--- src/rtl/alu_pkg.sv ---
// Shared opcode encoding and flag bundle for the pipelined ALU.
package alu_pkg;

    typedef enum logic [3:0] {
        OP_ADD = 4'd0,
        OP_SUB = 4'd1,
        OP_AND = 4'd2,
        OP_OR  = 4'd3,
        OP_XOR = 4'd4,
        OP_NOT = 4'd5,
        OP_BCD = 4'd6,
        OP_ADC = 4'd7
    } op_e;

    localparam int OP_COUNT = 8;

    typedef struct packed {
        logic zero;
        logic carry;
        logic ovf;
        logic neg;
    } flags_t;

endpackage

--- src/rtl/alu_bcd_add.sv ---
// Packed-BCD adder: ripple nibble chain from the LSB, carry-in 0, purely combinational.
// Non-BCD digits go through the same +6 correction; no error indication.
module alu_bcd_add #(
    parameter int WIDTH = 8
) (
    input  logic [WIDTH-1:0] a,
    input  logic [WIDTH-1:0] b,
    output logic [WIDTH-1:0] sum,
    output logic             carry
);
    localparam int NIB = WIDTH / 4;

    always_comb begin
        logic [4:0] s;
        logic       cy;
        sum = '0;
        s   = '0;
        cy  = 1'b0;
        for (int i = 0; i < NIB; i++) begin
            s  = {1'b0, a[4*i +: 4]} + {1'b0, b[4*i +: 4]} + {4'd0, cy};
            cy = (s > 5'd9);
            if (cy) begin
                s = s + 5'd6;
            end
            sum[4*i +: 4] = s[3:0];
        end
        carry = cy;
    end

endmodule

--- src/rtl/alu_pipe_flags.sv ---
// Two-stage ALU: S1 captures operands plus the shared add/sub/adc sum, S2 registers result and flags.
// Accumulator (ACC, C_acc) reloads on every output handshake; acc/carry consumers wait for an empty pipe.
module alu_pipe_flags
    import alu_pkg::*;
#(
    parameter int WIDTH = 8
) (
    input  logic             clk,
    input  logic             rst_n,
    input  logic             in_valid,
    output logic             in_ready,
    input  logic [WIDTH-1:0] input_a,
    input  logic [WIDTH-1:0] input_b,
    input  logic [3:0]       opcode,
    input  logic             use_acc,
    output logic             out_valid,
    input  logic             out_ready,
    output logic [WIDTH-1:0] result,
    output logic             zero_flag,
    output logic             carry_flag,
    output logic             ovf_flag,
    output logic             neg_flag,
    output logic             illegal_op
);
    logic             rdy_en_q, rdy_en_d;
    logic             s1_valid_q, s1_valid_d;
    logic [WIDTH-1:0] s1_a_q, s1_a_d;
    logic [WIDTH-1:0] s1_b_q, s1_b_d;
    logic [3:0]       s1_op_q, s1_op_d;
    logic [WIDTH:0]   s1_sum_q, s1_sum_d;
    logic             s1_ovf_q, s1_ovf_d;
    logic             s2_valid_q, s2_valid_d;
    logic [WIDTH-1:0] s2_res_q, s2_res_d;
    flags_t           s2_flg_q, s2_flg_d;
    logic             s2_ill_q, s2_ill_d;
    logic [WIDTH-1:0] acc_q, acc_d;
    logic             cacc_q, cacc_d;

    logic             s2_adv, s1_adv, hazard, in_fire, out_fire;
    logic [WIDTH-1:0] op_a, b_eff, bcd_sum, res_c;
    logic             cin, bcd_cy, cy_c, ov_c, ill_c;
    logic [WIDTH:0]   add_full;

    alu_bcd_add #(.WIDTH(WIDTH)) u_bcd (
        .a     (s1_a_q),
        .b     (s1_b_q),
        .sum   (bcd_sum),
        .carry (bcd_cy)
    );

    // ACC and C_acc are only final once nothing is in flight, so their users wait for an empty pipe.
    always_comb begin
        s2_adv   = !s2_valid_q || out_ready;
        s1_adv   = !s1_valid_q || s2_adv;
        hazard   = (use_acc || (opcode == OP_ADC)) && (s1_valid_q || s2_valid_q);
        in_ready = rdy_en_q && s1_adv && !hazard;
        in_fire  = in_valid && in_ready;
        out_fire = s2_valid_q && out_ready;
        rdy_en_d = 1'b1;
    end

    // Shared adder: SUB is A + ~B + 1, so the stored top bit is inverted into a borrow.
    always_comb begin
        op_a     = use_acc ? acc_q : input_a;
        b_eff    = (opcode == OP_SUB) ? ~input_b : input_b;
        cin      = (opcode == OP_SUB) ? 1'b1 : ((opcode == OP_ADC) ? cacc_q : 1'b0);
        add_full = {1'b0, op_a} + {1'b0, b_eff} + {{WIDTH{1'b0}}, cin};

        s1_valid_d = s1_adv ? in_fire : s1_valid_q;
        s1_a_d     = s1_a_q;
        s1_b_d     = s1_b_q;
        s1_op_d    = s1_op_q;
        s1_sum_d   = s1_sum_q;
        s1_ovf_d   = s1_ovf_q;
        if (in_fire) begin
            s1_a_d   = op_a;
            s1_b_d   = input_b;
            s1_op_d  = opcode;
            s1_sum_d = {add_full[WIDTH] ^ (opcode == OP_SUB), add_full[WIDTH-1:0]};
            s1_ovf_d = (op_a[WIDTH-1] == b_eff[WIDTH-1]) && (add_full[WIDTH-1] != op_a[WIDTH-1]);
        end
    end

    always_comb begin
        res_c = '0;
        cy_c  = 1'b0;
        ov_c  = 1'b0;
        ill_c = 1'b0;
        case (s1_op_q)
            OP_ADD, OP_SUB, OP_ADC: begin
                res_c = s1_sum_q[WIDTH-1:0];
                cy_c  = s1_sum_q[WIDTH];
                ov_c  = s1_ovf_q;
            end
            OP_AND:  res_c = s1_a_q & s1_b_q;
            OP_OR:   res_c = s1_a_q | s1_b_q;
            OP_XOR:  res_c = s1_a_q ^ s1_b_q;
            OP_NOT:  res_c = ~s1_a_q;
            OP_BCD: begin
                res_c = bcd_sum;
                cy_c  = bcd_cy;
            end
            default: ill_c = 1'b1;
        endcase

        s2_valid_d = s2_valid_q;
        s2_res_d   = s2_res_q;
        s2_flg_d   = s2_flg_q;
        s2_ill_d   = s2_ill_q;
        if (s2_adv) begin
            s2_valid_d = s1_valid_q;
            if (s1_valid_q) begin
                s2_res_d       = res_c;
                s2_flg_d.zero  = (res_c == '0);
                s2_flg_d.carry = cy_c;
                s2_flg_d.ovf   = ov_c;
                s2_flg_d.neg   = res_c[WIDTH-1];
                s2_ill_d       = ill_c;
            end
        end

        acc_d  = acc_q;
        cacc_d = cacc_q;
        if (out_fire) begin
            acc_d  = s2_res_q;
            cacc_d = s2_flg_q.carry;
        end
    end

    always_ff @(posedge clk or negedge rst_n) begin
        if (!rst_n) begin
            rdy_en_q   <= 1'b0;
            s1_valid_q <= 1'b0;
            s1_a_q     <= '0;
            s1_b_q     <= '0;
            s1_op_q    <= '0;
            s1_sum_q   <= '0;
            s1_ovf_q   <= 1'b0;
            s2_valid_q <= 1'b0;
            s2_res_q   <= '0;
            s2_flg_q   <= '0;
            s2_ill_q   <= 1'b0;
            acc_q      <= '0;
            cacc_q     <= 1'b0;
        end else begin
            rdy_en_q   <= rdy_en_d;
            s1_valid_q <= s1_valid_d;
            s1_a_q     <= s1_a_d;
            s1_b_q     <= s1_b_d;
            s1_op_q    <= s1_op_d;
            s1_sum_q   <= s1_sum_d;
            s1_ovf_q   <= s1_ovf_d;
            s2_valid_q <= s2_valid_d;
            s2_res_q   <= s2_res_d;
            s2_flg_q   <= s2_flg_d;
            s2_ill_q   <= s2_ill_d;
            acc_q      <= acc_d;
            cacc_q     <= cacc_d;
        end
    end

    assign out_valid  = s2_valid_q;
    assign result     = s2_res_q;
    assign zero_flag  = s2_flg_q.zero;
    assign carry_flag = s2_flg_q.carry;
    assign ovf_flag   = s2_flg_q.ovf;
    assign neg_flag   = s2_flg_q.neg;
    assign illegal_op = s2_ill_q;

endmodule
--- config.mk ---
export PLATFORM = sky130hd
export DESIGN_NAME = alu_pipe_flags
export DESIGN_NICKNAME = d
export VERILOG_FILES = /design/src/rtl/alu_pkg.sv /design/src/rtl/alu_bcd_add.sv /design/src/rtl/alu_pipe_flags.sv
export SDC_FILE = /design/constraint.sdc
export NUM_CORES = 1
export LEC_CHECK = 0
export BUFFER_PORTS_ARGS = -buffer_cell sky130_fd_sc_hd__buf_4
export CAP_MARGIN = 10
export CORE_MARGIN = 3
export CORE_UTILIZATION = 40
export DETAILED_ROUTE_END_ITERATION = 10
export PLACE_DENSITY = 0.55
export SYNTH_ARGS = -nofsm -noshare
export SYNTH_HDL_FRONTEND = slang
export SYNTH_SLANG_ARGS = --single-unit
--- constraint.sdc ---
create_clock -name clk -period 5 [get_ports clk]
set_input_delay 1.25 -clock clk [delete_from_list [all_inputs] [get_ports clk]]
set_output_delay 1.25 -clock clk [all_outputs]
set_load 0.01 [all_outputs]
==> flow_summary.toml, run 1 <==
[outcome]
status = "completed"

[global_routing]
antenna_found_initial = 0
grt_use_total_pct = 19.3
grtUsageMet2_pct = 30.0
grt_pass1_vias = 3065
grt_max_degree = 55
gr-usage-met3_pct = 3.04
grt_first_pass_wirelength_um = 16800
top_usage_layer = "met2"
overflow = 0
grt_use_met1_pct = 28.3

[logic_synthesis]
netlist_instances = 407
synth_fa_ha_area_share_pct = 10.7
synthMuxAreaShare_pct = 8.50
yosys.area_share.simple_pct = 17.0
synth_warnings = 0
yosysUniqueCellTypes = 71
ys_seq_area_share_pct = 35.2
synth_top_family_by_area = "compound AO/OA/AOI/OAI gates"
syn_area_mm2 = 0.00384
async_flop_share_pct = 100
synth_edf_count = 0
synth_seq_cells = 54
ys.flop_type = "dfrtp_1"
synth_xor_area_share_pct = 2.51
synth_area_leaders = "dfrtp_1 (35%), ha_1 (8.1%), mux2_2 (7.3%)"
synth_compound_gate_area_share_pct = 20.7
syn_area_per_cell_um2 = 9.44
synth_top_area_cell = "dfrtp_1"
syn_nets = 462
synth_top_area_share_pct = 35.2

[worst_setup_path]
crit_fanout = 6
reg2reg_depth = 17
cp_top_family = "adder cells"
arrival_ns = 4.87
r2r_setup_slack_ns = 0.37
crit_buf_inv = 0
cp-start-kind = "register"
cp_cell_sequence = "ha_1, fa_1, xnor2_4, ha_1, nor2b_1, nand4b_1, a22o_1, nand2_1, fa_1, fa_1, xnor2_2, ha_1, a22o_1, nor3_1, a211oi_1, nand3_1, o31ai_2"
cpPeakStageDelay_ns = 0.48
cp_slowest_cell = "fa_1"
setup.worst_path.end_class = "register"
r2r-end = "zero_flag$_DFFE_PN0P_"
worst-setup-path-type = "reg2reg"
r2r-start = "s1_a_q[0]$_DFFE_PN0P_"
required_ns = 5.23

[hold_path]
min_path_type = "reg2reg"
min_to = "zero_flag$_DFFE_PN0P_"
whs_path_depth = 2
hold_start = "zero_flag$_DFFE_PN0P_"

[clock_network]
cts_sinks = 54
root_buffer = "clkbuf_8"
cts.hold.buffers_added = 0
cts_tree = "done"
clock_latency_ns = 0.32
post_cts_buffers = 0
cts_resized = 0
cts_inserted_buffers = 5
clk_pin_slew_ns = 0.10
cts_buffer_depth = 2
h-tree-depth = 2

[floorplan]
num_rows = 35
die_y_um = 104
die_area_mm2 = 0.0108
die_w_um = 104
start_util_pct = 41.4
coreArea_mm2 = 0.00928
pin_count = 40

[layout]
finalNetCount = 492
fin_cells = 566
final_core_util_pct = 46.9
drive_gt1_share_pct = 20.1
fin_area_mm2 = 0.00436
n_antenna_cell = 0
multiInputGateArea_mm2 = 0.00232
nFillCells = 956
seqCellArea_mm2 = 0.00135
area_growth_pct = 13.4

[timing]
slew_headroom_pct = 45.0
worstMarginPinSlew_ns = 0.826
fmax_mhz = 216
setup-tns-final_ns = 0
fin_crit_ns = 4.63
finalHoldViolCount = 0
final-max-slew-violation-count = 0
rsz0062_at_grt = "no"
finalSetupViolations = 0
fin_skew_ns = 0.0147
finalCritPeriodShare_pct = 92.6

[job]
maxCapViolations = 0

[route]
drc = 0
wl_per_cell_um = 18.0
vias_per_cell = 5.59
dr.pass1.iters = 4
wirelength_um = 10200
vias = 3162
ant_nets = 0
drtIter0Drc = 188

[power]
leakagePower_nw = 1.96
vdd_ir_drop_max_mv = 0.236
power_density_mw_per_mm2 = 540

[placed_design]
placed_cells = 559
portBuffers = 39
post_dp_cell_area_mm2 = 0.00422
gp_congestion = 0.847
dp_hpwl_um = 7970
-- stage by stage --
stage / hold slack (ns) / worst slack [ns] / power, mW
after floorplan: 0.471 / 0.661 / 1.65
after global placement: 0.477 / 0.360 / 2.00
after detailed placement: 0.486 / 0.135 / 2.03
after CTS: 0.509 / 0.122 / 2.33
after global routing: 0.535 / 0.0356 / 2.57
final: 0.502 / 0.368 / 2.35
-- synthesized netlist by cell type (4+ instances only) --
cell / count
nor2_1: 17
xor2_1: 8
dfrtp_1: 54
nand4_1: 4
inv_1: 27
a211oi_1: 9
ha_1: 25
nor2b_1: 11
fa_1: 5
o31ai_1: 5
nor3b_1: 5
a221oi_2: 5
nand2_1: 46
nand3_1: 6
clkbuf_1: 8
buf_2: 4
a21oi_1: 16
o21a_1: 5
mux2_2: 25
o211ai_1: 8
o21ai_0: 24
nor3_1: 8
-- worst reg2reg max path, cell delays in order, from the launching register on --
cell and delay, ns:
dfrtp_1 0.42, ha_1 0.26, fa_1 0.48, xnor2_4 0.24
ha_1 0.23, nor2b_1 0.18, nand4b_1 0.21, a22o_1 0.16
nand2_1 0.07, fa_1 0.42, fa_1 0.44, xnor2_2 0.25
ha_1 0.24, a22o_1 0.23, nor3_1 0.07, a211oi_1 0.31
nand3_1 0.14, o31ai_2 0.22
-- cells in the final DEF, fill, tap and decap left out, types with 3 or more instances in the layout --
| master | n |
|---|---|
| ha_1 | 25 |
| mux2i_1 | 3 |
| nor2_1 | 17 |
| a41oi_1 | 3 |
| and3_1 | 3 |
| clkbuf_8 | 5 |
| mux2_2 | 25 |
| a221oi_2 | 5 |
| and2_1 | 3 |
| o21a_1 | 5 |
| nand3_1 | 6 |
| fa_1 | 5 |
| a21boi_0 | 3 |
| o31ai_1 | 5 |
| buf_4 | 41 |
| nand2b_1 | 3 |
| a21o_1 | 3 |
| nor3b_1 | 5 |
| a21oi_1 | 16 |
| nand4_1 | 4 |
| nor3_1 | 8 |
| nand2_1 | 46 |
| a211oi_1 | 9 |
| dfrtp_1 | 54 |
| o211ai_1 | 8 |
| o21ai_0 | 24 |
| xor2_1 | 8 |
| nor2b_1 | 11 |
| inv_1 | 27 |
-- routing by layer --
| metal | share of wire, % | up-vias | wire (um) |
|---|---|---|---|
| met5 | 0 | - | 0 |
| met4 | 1.6 | 0 | 159 |
| met3 | 3.0 | 12 | 306 |
| met2 | 46 | 45 | 4700 |
| met1 | 49 | 1565 | 5000 |
| li1 | - | 1540 | - |
-- power by group --
| part | total (mW) | switching [mW] | internal, mW |
|---|---|---|---|
| Combinational | 1.26 | 0.685 | 0.578 |
| Sequential | 0.799 | 0.204 | 0.595 |
| Clock | 0.290 | 0.143 | 0.147 |
| Total | 2.35 | 1.03 | 1.32 |
-- registers in the layout (all words and copies together), names as in the netlist --
register    count
result          8
acc_q           8
s1_b_q          8
s1_op_q         4
s1_ovf_q        1
s1_valid_q      1
out_valid       1
illegal_op      1
s1_sum_q        9
carry_flag      1
cacc_q          1
ovf_flag        1
zero_flag       1
s1_a_q          8
rdy_en_q        1
-- area by class of cell --
type / count / share of cell area, %
clock inverter: 2 / 0.890
tap: 129 / 3.70
multi-input combinational: 306 / 53.3
timing repair buffer: 41 / 7.06
sequential: 54 / 31.0
clock buffer: 5 / 1.58
inverter: 29 / 2.50
-- worst max path at each step --
stage | cells past startpoint | slack (ns) | endpoint | start
CTS | 17 | 0.12 | zero_flag$_DFFE_PN0P_ | s1_a_q[0]$_DFFE_PN0P_
detailed placement | 17 | 0.13 | zero_flag$_DFFE_PN0P_ | s1_a_q[0]$_DFFE_PN0P_
global placement | 17 | 0.36 | result[6]$_DFFE_PN0P_ | s1_a_q[0]$_DFFE_PN0P_
finish | 17 | 0.37 | zero_flag$_DFFE_PN0P_ | s1_a_q[0]$_DFFE_PN0P_
floorplan | 17 | 0.66 | result[6]$_DFFE_PN0P_ | s1_a_q[0]$_DFFE_PN0P_
global route | 17 | 0.04 | zero_flag$_DFFE_PN0P_ | s1_a_q[0]$_DFFE_PN0P_
-- cell families after synthesis --
logic type / Yosys count
AO/OA/AOI/OAI: 109
XOR/XNOR: 11
adder cells (fa/ha/maj): 30
buffers and inverters: 47
flip-flops: 54
multiplexers: 29
other: 1
AND/OR/NAND/NOR: 126
Power figures use the tool's default switching activity.
==> inputs of run 2 (changes only) <==
--- a/config.mk
+++ b/config.mk
@@ -11,6 +11,7 @@
 export CORE_UTILIZATION = 40
 export DETAILED_ROUTE_END_ITERATION = 10
 export PLACE_DENSITY = 0.55
+export REMOVE_ABC_BUFFERS = 1
 export SYNTH_ARGS = -nofsm -noshare
 export SYNTH_HDL_FRONTEND = slang
 export SYNTH_SLANG_ARGS = --single-unit
==> constraint.sdc (replaced) <==
create_clock -name clk -period 5.1 [get_ports clk]
set_input_delay 1.275 -clock clk [delete_from_list [all_inputs] [get_ports clk]]
set_output_delay 1.275 -clock clk [all_outputs]
set_load 0.01 [all_outputs]
==> flow_summary.toml, run 2 (synthesis results as in run 1) <==
[outcome]
status = "completed"

[global_routing]
grt_use_total_pct = 19.3
overflow = 0
grt_first_pass_wirelength_um = 16800
antenna_found_initial = 0
grt_max_degree = 55
grt_pass1_vias = 3113

[floorplan]
start_util_pct = 41.4
die_w_um = 104
pin_count = 40
coreArea_mm2 = 0.00928
die_area_mm2 = 0.0108
die_y_um = 104
num_rows = 35

[hold_path]
min_to = "ovf_flag$_DFFE_PN0P_"
hold_start = "ovf_flag$_DFFE_PN0P_"
whs_path_depth = 2
min_path_type = "reg2reg"

[layout]
fin_cells = 568
finalNetCount = 493
n_antenna_cell = 0
final_common_cell = "dfrtp_1"
largest_register_ff_count = 9
final_cell_mix = "dfrtp_1 (54), nand2_1 (46), buf_4 (42)"
area_growth_pct = 13.1
drive_gt1_share_pct = 20.5
multiInputGateArea_mm2 = 0.00231
seqCellArea_mm2 = 0.00135
nFillCells = 917
top_register = "s1_sum_q"

[worst_setup_path]
r2r_setup_slack_ns = 0.38
reg2reg_depth = 17
r2r-end = "zero_flag$_DFFE_PN0P_"
cp_slowest_cell = "fa_1"
required_ns = 5.33
cp_cell_sequence = "ha_1, fa_1, xnor2_2, ha_1, nor2b_1, nand4b_1, a22o_1, nand2_1, fa_1, fa_1, xnor2_2, ha_1, a22o_1, nor3_1, a211oi_1, nand3_1, o31ai_2"
worst-setup-path-type = "reg2reg"
setup.worst_path.end_class = "register"
r2r-start = "s1_a_q[0]$_DFFE_PN0P_"
arrival_ns = 4.96
cpPeakStageDelay_ns = 0.45
crit_fanout = 6
cp-start-kind = "register"

[power]
vdd_ir_drop_max_mv = 0.172
power_density_mw_per_mm2 = 522
leakagePower_nw = 1.96

[timing]
worstMarginPinSlew_ns = 0.875
fmax_mhz = 212
finalCritPeriodShare_pct = 92.6
rsz0062_at_grt = "no"
final-max-slew-violation-count = 0
setup-tns-final_ns = 0
finalSetupViolations = 0
slew_headroom_pct = 41.7
setup_slack_ns = 0.379
finalHoldViolCount = 0
fin_skew_ns = 0.0105
fin_crit_ns = 4.72

[placed_design]
pre_cts_ws_ns = 0.253
placed_cells = 560
dp_hpwl_um = 7630
gp_congestion = 0.926
portBuffers = 39

[route]
drtIter0Drc = 179
wl_per_cell_um = 17.9
vias_per_cell = 5.61
ant_nets = 0
wirelength_um = 10200
drc = 0
vias = 3186
dr.pass1.iters = 4

[clock_network]
cts_inserted_buffers = 5
cts_sinks = 54
clk_pin_slew_ns = 0.10
h-tree-depth = 2
cts_buffer_depth = 2
cts_tree = "done"
cts.hold.buffers_added = 0
clock_latency_ns = 0.32
root_buffer = "clkbuf_8"

[job]
maxCapViolations = 0
==> run 2: cell types whose count changed in the layout (fill, tap and decap cells not counted), sizes merged <==
| cell | change |
|---|---|
| buf | +1 |
| bufinv | -1 |
| clkbuf | +1 |
| clkinv | -1 |
| clkinvlp | +1 |
| inv | +1 |
==> run 2: critical path: cells and delay by family, from the launching register on <==
kind | cells | cell delay, ns
flip-flops | 1 | 0.42
adder cells (fa/ha/maj) | 6 | 2.04
AO/OA/AOI/OAI | 4 | 0.96
XOR/XNOR | 2 | 0.57
AND/OR/NAND/NOR | 5 | 0.65
==> run 2: through the flow <==
| stage | hold WS (ns) | total power, mW | cell area, um2 | util (%) |
|---|---|---|---|---|
| after floorplan | 0.471 | 1.59 | 3750 | - |
| after detailed placement | 0.477 | 1.97 | 4230 | 45.6 |
| final | 0.496 | 2.27 | 4350 | 46.8 |
| after global routing | 0.532 | 2.47 | 4350 | 46.8 |
| after global placement | 0.467 | 1.95 | 4230 | 45.6 |
| after CTS | 0.501 | 2.25 | 4330 | 46.6 |
==> run 2: worst max path at each step <==
stage / end / from
2_1_floorplan: s1_sum_q[8]$_DFFE_PN0P_ / opcode[1]
3_3_place_gp: zero_flag$_DFFE_PN0P_ / s1_a_q[0]$_DFFE_PN0P_
3_5_place_dp: zero_flag$_DFFE_PN0P_ / s1_a_q[0]$_DFFE_PN0P_
4_1_cts: zero_flag$_DFFE_PN0P_ / s1_a_q[0]$_DFFE_PN0P_
5_1_grt: zero_flag$_DFFE_PN0P_ / s1_a_q[0]$_DFFE_PN0P_
6_report: zero_flag$_DFFE_PN0P_ / s1_a_q[0]$_DFFE_PN0P_
==> run 2: what timing repair did <==
action                     4_1_cts  5_1_grt
hold endpoints to repair         0        0
gates resized for setup          0        2
setup endpoints to repair        0        3
setup buffers                    0        0
==> run 2: metal layers <==
metal | wire length (um) | GRT usage, % | vias to the layer above | share of wire [%]
met3 | 551 | 3.54 | 13 | 5.4
met2 | 4610 | 30.2 | 76 | 45
met5 | 0 | 0 | - | 0
met4 | 155 | 4.46 | 0 | 1.5
met1 | 4870 | 27.8 | 1559 | 48
li1 | - | - | 1538 | -
==> run 2: where the power goes <==
group,switching (mW),leakage (nW),internal [mW]
clock,0.156,0.0478,0.112
sequential,0.174,0.678,0.583
combinational,0.681,1.24,0.561
total,1.01,1.96,1.26
==> run 2: final cells by class <==
cell class	count	area share, %
well taps	129	3.71
clock buffers	6	1.90
multi-input cells	306	53.2
clock inverters	2	0.374
inverters	29	2.51
repair buffers	42	7.26
flip-flops and latches	54	31.1
==> inputs of run 3 (changes only) <==
--- a/config.mk
+++ b/config.mk
@@ -7,10 +7,12 @@
 export LEC_CHECK = 0
 export BUFFER_PORTS_ARGS = -buffer_cell sky130_fd_sc_hd__buf_4
 export CAP_MARGIN = 10
+export CELL_PAD_IN_SITES_DETAIL_PLACEMENT = 1
+export CELL_PAD_IN_SITES_GLOBAL_PLACEMENT = 2
 export CORE_MARGIN = 3
-export CORE_UTILIZATION = 40
+export CORE_UTILIZATION = 38
 export DETAILED_ROUTE_END_ITERATION = 10
-export PLACE_DENSITY = 0.55
+export PLACE_DENSITY = 0.78
 export REMOVE_ABC_BUFFERS = 1
 export SYNTH_ARGS = -nofsm -noshare
 export SYNTH_HDL_FRONTEND = slang
==> flow_summary.toml, run 3 (synthesis results as in run 1) <==
[global_routing]
antenna_found_initial = 0
grt_use_total_pct = 21.2
overflow = 0
grtUsageMet2_pct = 33.1
grt_use_met1_pct = 30.3
gr-usage-met3_pct = 3.67
grt_first_pass_wirelength_um = 18900
grt_pass1_vias = 3498
grt_max_degree = 55
top_usage_layer = "met2"

[timing]
setup-tns-final_ns = 0
final-max-slew-violation-count = 0
setup_slack_ns = 0.320
whs_ns = 0.493
finalSetupViolations = 0
finalHoldViolCount = 0
slew_headroom_pct = 48.8
worstMarginPinSlew_ns = 0.766
finalCritPeriodShare_pct = 93.7
rsz0062_at_grt = "no"
fmax_mhz = 209
fin_skew_ns = 0.00845
fin_crit_ns = 4.78

[worst_setup_path]
reg2reg_depth = 17
crit_fanout = 6
worst-setup-path-type = "reg2reg"
cp_slowest_cell = "fa_1"
cp_top_family = "adder cells"
r2r-start = "s1_a_q[0]$_DFFE_PN0P_"
r2r-end = "result[6]$_DFFE_PN0P_"
cpPeakStageDelay_ns = 0.45
crit_buf_inv = 0
required_ns = 5.32
r2r_setup_slack_ns = 0.32
arrival_ns = 5.00
cp_cell_sequence = "ha_1, fa_1, xnor2_2, ha_1, nor2b_1, nand4b_1, a22o_1, nand2_1, fa_1, fa_1, xnor2_2, ha_1, a22o_1, nor3_1, o21ai_1, o221ai_1, mux2_2"
cp-start-kind = "register"
setup.worst_path.end_class = "register"

[power]
leakagePower_nw = 1.97
power_density_mw_per_mm2 = 537
vdd_ir_drop_max_mv = 0.164

[placed_design]
portBuffers = 39
gp_congestion = 0.796
dp_hpwl_um = 8660
post_dp_cell_area_mm2 = 0.00424
pre_cts_ws_ns = 0.145

[hold_path]
min_path_type = "reg2reg"
min_to = "illegal_op$_DFFE_PN0P_"
hold_start = "illegal_op$_DFFE_PN0P_"
whs_path_depth = 2

[clock_network]
post_cts_buffers = 0
cts.hold.buffers_added = 0
root_buffer = "clkbuf_8"
cts_resized = 0
cts_inserted_buffers = 5
clock_latency_ns = 0.32
cts_tree = "done"
clk_pin_slew_ns = 0.10
cts_sinks = 54
cts_buffer_depth = 2
h-tree-depth = 2

[job]
maxCapViolations = 0

[layout]
n_antenna_cell = 0
final_common_cell = "dfrtp_1"
fin_area_mm2 = 0.00437
finalNetCount = 494
final_cell_mix = "dfrtp_1 (54), nand2_1 (46), buf_4 (43)"
drive_gt1_share_pct = 20.2
area_growth_pct = 13.6
largest_register_ff_count = 9
top_register = "s1_sum_q"

[route]
drc = 0
ant_nets = 0
wirelength_um = 11400
vias_per_cell = 5.66
wl_per_cell_um = 19.9
dr.pass1.iters = 4
vias = 3246
drtIter0Drc = 105

[floorplan]
start_util_pct = 39.1
die_w_um = 107
num_rows = 36
die_area_mm2 = 0.0114
pin_count = 40
die_y_um = 107
coreArea_mm2 = 0.00982

[outcome]
status = "completed"
==> run 3: how the worst max path moves through the flow <==
stage	depth (start not counted)	from	endpoint	slack, ns
floorplan	10	opcode[1]	s1_sum_q[8]$_DFFE_PN0P_	0.12
global placement	17	s1_a_q[0]$_DFFE_PN0P_	zero_flag$_DFFE_PN0P_	0.42
detailed placement	17	s1_a_q[0]$_DFFE_PN0P_	result[6]$_DFFE_PN0P_	0.15
CTS	17	s1_a_q[0]$_DFFE_PN0P_	result[6]$_DFFE_PN0P_	0.11
global route	17	s1_a_q[0]$_DFFE_PN0P_	result[6]$_DFFE_PN0P_	0.0002
finish	17	s1_a_q[0]$_DFFE_PN0P_	result[6]$_DFFE_PN0P_	0.32
==> run 3: worst reg2reg max path, delay by kind of cell, from the launching register on <==
| kind | cells | cell delay [ns] |
|---|---|---|
| compound gates | 4 | 0.75 |
| xor+xnor | 2 | 0.59 |
| fa+ha+maj | 6 | 2.08 |
| flops | 1 | 0.43 |
| mux | 1 | 0.30 |
| simple gates | 4 | 0.52 |
==> run 3: power breakdown <==
group	total [mW]	internal (mW)	leakage, nW	switching [mW]
clock	0.300	0.147	0.0524	0.153
sequential	0.767	0.584	0.678	0.184
combinational	1.28	0.567	1.24	0.708
total	2.34	1.30	1.97	1.04
==> run 3: layout make-up <==
cell class,count,area (um2)
inverters,29,109
multi-input cells,306,2310
flip-flops and latches,54,1350
clock inverters,1,30.0
clock buffers,7,76.3
fillers,1178,5450
well taps,133,166
repair buffers,43,323
==> run 3: per-stage QoR <==
| stage | total power, mW | util (%) | std cells |
|---|---|---|---|
| 2_1_floorplan | 1.59 | - | 389 |
| 5_1_grt | 2.56 | 44.5 | 573 |
| 4_1_cts | 2.34 | 44.3 | 573 |
| 3_3_place_gp | 1.98 | 43.2 | 565 |
| 6_report | 2.34 | 44.5 | 573 |
| 3_5_place_dp | 2.03 | 43.2 | 565 |
==> run 3: routing by layer <==
metal,up-vias,part of all wire [%]
li1,1536,-
met4,0,1.6
met1,1639,48
met5,-,0
met2,56,46
met3,15,4.0
